[src/rtl/regfile.sv]
`default_nettype none
// ============================================================================
// regfile : 32 x 32 register file with two combinational read ports, one
//           synchronous write port, hardwired $0 and write-to-read bypass.
// Rev 1.0
// ============================================================================
module regfile #(
  parameter int DATA_W   = 32,
  parameter int ADDR_W   = 5,
  parameter int NUM_REGS = 32
) (
  input  logic              clk,
  input  logic              rst,
  input  logic              we,
  input  logic [ADDR_W-1:0] waddr,
  input  logic [DATA_W-1:0] wdata,
  input  logic              re1,
  input  logic [ADDR_W-1:0] raddr1,
  output logic [DATA_W-1:0] rdata1,
  input  logic              re2,
  input  logic [ADDR_W-1:0] raddr2,
  output logic [DATA_W-1:0] rdata2
);

  localparam int NUM_RPORTS = 2;

  // Register 0 has no storage; it reads back as a constant zero.
  logic [DATA_W-1:0] regs [1:NUM_REGS-1];

  always_ff @(posedge clk or negedge rst) begin
    if (!rst) begin
      for (int i = 1; i < NUM_REGS; i++) begin
        regs[i] <= '0;
      end
    end else if (we) begin
      for (int i = 1; i < NUM_REGS; i++) begin
        if (waddr == ADDR_W'(i)) begin
          regs[i] <= wdata;
        end
      end
    end
  end

  logic [NUM_RPORTS-1:0] re_vec;
  logic [ADDR_W-1:0]     raddr_vec [NUM_RPORTS];

  assign re_vec       = {re2, re1};
  assign raddr_vec[0] = raddr1;
  assign raddr_vec[1] = raddr2;

  for (genvar p = 0; p < NUM_RPORTS; p++) begin : g_rport
    logic [DATA_W-1:0] stored;
    logic [DATA_W-1:0] data;

    // Decoded mux over the populated registers; index 0 never matches.
    always_comb begin
      stored = '0;
      for (int i = 1; i < NUM_REGS; i++) begin
        if (raddr_vec[p] == ADDR_W'(i)) begin
          stored = regs[i];
        end
      end
    end

    // Bypass sits below the zero/enable checks so $0 and disabled ports stay 0.
    always_comb begin
      data = '0;
      if (!rst) begin
        data = '0;
      end else if (raddr_vec[p] == '0) begin
        data = '0;
      end else if (!re_vec[p]) begin
        data = '0;
      end else if (we && (waddr == raddr_vec[p])) begin
        data = wdata;
      end else begin
        data = stored;
      end
    end
  end

  assign rdata1 = g_rport[0].data;
  assign rdata2 = g_rport[1].data;

endmodule
`default_nettype wire

[config.mk]
export PLATFORM = sky130hd
export DESIGN_NAME = regfile
export DESIGN_NICKNAME = d
export VERILOG_FILES = /design/src/rtl/regfile.sv
export SDC_FILE = /design/constraint.sdc
export NUM_CORES = 2
export LEC_CHECK = 0
export CAP_MARGIN = 10
export CORE_MARGIN = 4
export CORE_UTILIZATION = 30
export DETAILED_ROUTE_END_ITERATION = 10
export PLACE_DENSITY = 0.47
export REMOVE_ABC_BUFFERS = 1
export SYNTH_ARGS = -nofsm -noshare
export SYNTH_HDL_FRONTEND = slang
export SYNTH_SLANG_ARGS = --single-unit
[constraint.sdc]
create_clock -name clk -period 5.7 [get_ports clk]
set_input_delay 0.855 -clock clk [delete_from_list [all_inputs] [get_ports clk]]
set_output_delay 0.855 -clock clk [all_outputs]
set_load 0.005 [all_outputs]
* Word level (Yosys, flattened, before mapping)
Index checks and enable logic that the tools add are counted.
Storage, ports and cells: logic and storage cells 231, register bits after elaboration 992
Cells by class: muxes and demuxes 70, reductions and logical operators 35, equality and inequality tests 95
Operators by type and width (number):
- $mux W32 | 70
- $eq A5 B5 Y1 const B | 48
- $eq A5 B4 Y1 const B | 24
- $reduce_and A2 Y1 | 31
- $eq A5 B3 Y1 const B | 12
- $eq A5 B2 Y1 const B | 6
- $eq A5 B1 Y1 const B | 3
- $eq A5 B5 Y1 | 2
- $logic_not A5 Y1 | 2
- $logic_and A1 B1 Y1 | 2

* Logic depth before layout (Yosys ltp)
depth in word-level cells 36, mapped depth 12, mapped depth without buffers 7

* Worst setup path before layout
OpenSTA, ideal clock, no wires.
kind in2out, from in raddr1[0], to out rdata1[18], path buffers 4, slack 2.259 ns, data arrival time 2.586 ns, stages on the path 9, data required time 4.845 ns, cell sequence buf_2 > buf_2 > buf_4 > buf_4 > o21ai_0 > nand4_1 > or4_1 > a222oi_1 > o32ai_1
On the way: longest elaborated chain between the ends 36, elaborated cells between the ends (all ways) 69, classes of those cells eq/ne: 32; mux: 35; reduce/logical: 2
Ends and longest elaborated chain:
- from (decl) | RTL line 18 | input logic [ADDR_W-1:0] raddr1,
- $eq A5 B1 Y1 | RTL line 59 | if (raddr_vec[p] == ADDR_W'(i)) begin
- $mux W32 (31 in a row) | RTL line 59
- $mux W32 | RTL line 74 | end else if (we && (waddr == raddr_vec[p])) begin
- $mux W32 | RTL line 72 | end else if (!re_vec[p]) begin
- $mux W32 (*) | RTL line 70 | end else if (raddr_vec[p] == '0) begin
- $mux W32 (*) | RTL line 68 | if (!rst) begin
- to (decl) | RTL line 19 | output logic [DATA_W-1:0] rdata1,
Every way passes the cells marked *; elsewhere a longest branch is shown, timed or not.

* Final worst setup path
from in raddr1[1], to out rdata1[13]
The elaborated chain is that of the path after synthesis.

==> reports/results.tsv <==
stage	metric	value	unit
status	status	finished, violations left	
status	violations	setup timing	
global_route	antenna_found_initial	20	
worst_setup_path	worstPathArrival	4.96	ns
timing	tightest_slew	1.30	ns
power_and_ir_drop	power_density	330	mW/mm^2
final_layout	regMostFlops	regs	
yosys	yosysSeqAreaShare	44.7	%
power_and_ir_drop	max-vdd-ir-drop	0.246	mV
timing	hold-worst-slack	0.514	ns
worst_setup_path	cpPeakStageDelay	0.65	ns
min_path	hold_class	reg -> reg	
place	dp_hpwl	233000	um
routing	vias	53200	
worst_setup_path	critPathRequiredTime	4.85	ns
global_route	grt_pass1_wl	443000	um
yosys	synthArstFlopShare	100	%
routing	drc_errors	0	
yosys	synth_top_area_share	44.7	%
worst_setup_path	worst_setup_path_end_kind	output port	
timing	maxSlewHeadroom	11.1	%
yosys	post-synth-top-count-cell	mux2_2	
worst_setup_path	setup.worst_path.class	in -> out	
final_layout	area_growth	19.0	%
timing	period_minus_slack	5.81	ns
routing	antenna_left	0	
worst_setup_path	path_max_fanout	18	
global_route	grt_overflow	0	
timing	setup_ws	-0.111	ns
yosys	synth_top_cell_by_area	dfrtp_1	
routing	avgViaCountPerCell	6.63	
worst_setup_path	cp_top_family	buffers and inverters	
clocking	cts_max_level	3	
timing	slew_viol_final	0	
routing	finalWirelength	330000	um
power_and_ir_drop	p_total	21.8	mW
yosys	yosys_register_bits	992	
global_route	grt_start_max_net_pins	152	
timing	hold_viol_final	0	
global_route	grt_pass1_vias	51000	
clocking	cts_setup_buffers	0	
yosys	synth_ff_type	dfrtp_1	
final_layout	drive_gt1_share	33.5	%
die	die_x	438	um
timing	rsz0062_at_grt	no	
yosys	syn_area_per_cell	10.6	um^2
final_layout	nets	5507	
yosys	post_synth_instance_area	0.0556	mm^2
flow_run	maxCapViolations	0	
routing	drtPass1Iterations	8	
routing	post_drt_wl_per_cell	41.1	um
final_layout	largest_reg_flops	992	
die	core-area	0.184	mm^2
place	gp_congestion	1.04	
die	die_area	0.192	mm^2
place	dpl-instance-area	0.0621	mm^2
yosys	ys_types	100	
clocking	clock_latency	0.77	ns
final_layout	stdcell_area	0.0661	mm^2
clocking	clock_path_buffers	3	
die	start_util	30.2	%
clocking	clock_sinks	992	
worst_setup_path	worst_path_max_delay_cell	nor2_2	
final_layout	fillCellCount	18400	
place	port_buffers	115	
global_route	grt_usage	33.0	%
clocking	clock-root-buffer	clkbuf_16	
routing	drtIter0Drc	8967	
timing	setup_tns	-0.123	ns
timing	fin_crit_sh	102	%
worst_setup_path	cp-start-kind	input port	
yosys	synth_warnings	0	
final_layout	utilization	36.0	%
clocking	cts_buffers	113	
die	fp.dieH	438	um
timing	final-setup-viol-count	2	
yosys	synth_edf_count	0	
clocking	cts.clk_slew.worst_paths	0.07	ns
worst_setup_path	path_buf_inv	6	
yosys	netlist_instances	5241	
clocking	cts_tree	yes	
die	io_pins	116	
final_layout	top_regs	regs (992)	
yosys	synth_common_cells	mux2_2 (1012), dfrtp_1 (992), nand2_1 (359)	
timing	fmax	172	MHz
worst_setup_path	cp_cell_sequence	buf_4 > buf_4 > nand2_1 > nor2_2 > buf_12 > a22oi_1 > and3_1 > o2111ai_1 > buf_4 > a222oi_1 > buf_4 > o22ai_1 > clkdlybuf4s50_1	
worst_setup_path	timing.critical_path.mode_cell	buf_4	
power_and_ir_drop	total_leakage_power	27.8	nW
yosys	synthTopCellsByArea	dfrtp_1 (45%), mux2_2 (21%), a22oi_1 (4.5%)	
die	std_cell_rows	157	
timing	final.setup_skew	0	ns
worst min-delay path: stages (launching register included):
cell,delay (ns)
dfrtp_1,0.37
nand2_1,0.05
o21ai_0,0.06
path summary, 6_finish.rpt:
| kind | from | end | slack (ns) | depth (start not counted) |
|---|---|---|---|---|
| worst min-delay path | regs[417] | regs[417] | 0.51 | 2 |
| worst max-delay path | raddr1[1] | rdata1[13] | -0.11 | 13 |
| min in group asynchronous | rst | regs[986] | 0.55 | 2 |
| worst max register to register | regs[985] | regs[985] | 4.74 | 1 |
| worst min register to register | regs[417] | regs[417] | 0.51 | 2 |
| max in group asynchronous | rst | regs[204] | 2.41 | 5 |
cell families after synthesis:
logic type                share of synthesized area, %
muxes                                             22.1
DFF                                               44.7
and+or+nand+nor                                   8.70
xor gates and xnor gates                         0.158
buffers and inverters                             4.57
AOI/OAI and AO/OA                                 19.8
area by class of cell:
cell class,count,area (um^2),share of cell area (%)
clock buffer,164,3420,5.18
inverter,23,87.6,0.133
tap,2464,3080,4.66
clock inverter,42,551,0.833
timing repair buffer,628,5480,8.29
sequential,992,24800,37.6
antenna,14,35.0,0.0530
multi-input combinational,3697,28600,43.3
layout by cell type, fill, tap and decap left out, drive strengths merged, types with 50 or more instances in the layout:
cell	n
a21oi	280
a221oi	98
a22oi	333
a31oi	70
buf	522
clkbuf	165
clkdlybuf4s50	104
dfrtp	992
mux2	1012
mux2i	66
nand2	360
nand3	91
nor2	227
nor3	54
o211ai	50
o21ai	331
o22ai	105
metal layers:
metal	global-route usage (%)	part of all wire (%)	vias up
met3	8.34	11	1146
met2	48.4	42	4137
met4	22.0	8.4	10
met5	0	0.020	-
li1	-	-	20400
met1	43.0	39	27500
power breakdown:
part | switching (mW) | internal, mW
registers | 1.59 | 8.42
clock network | 3.27 | 4.72
logic | 2.06 | 1.78
total | 6.91 | 14.9
repair_timing:
action,4_1_cts,5_1_grt
pin swaps,0,0
hold endpoints to repair,6,0
hold buffers,1,0
endpoints found under the setup margin,1,2
gates resized for setup,1,2
stage by stage:
stage / setup slack [ns] / instances
final: -0.111 / 8024
after CTS: 0.0492 / 8010
after detailed placement: -0.137 / 7803
after global placement: -0.179 / 7803
after global routing: 0.0447 / 8010
after floorplan: 0.0808 / 4712
(Power assumes the default switching activity.)
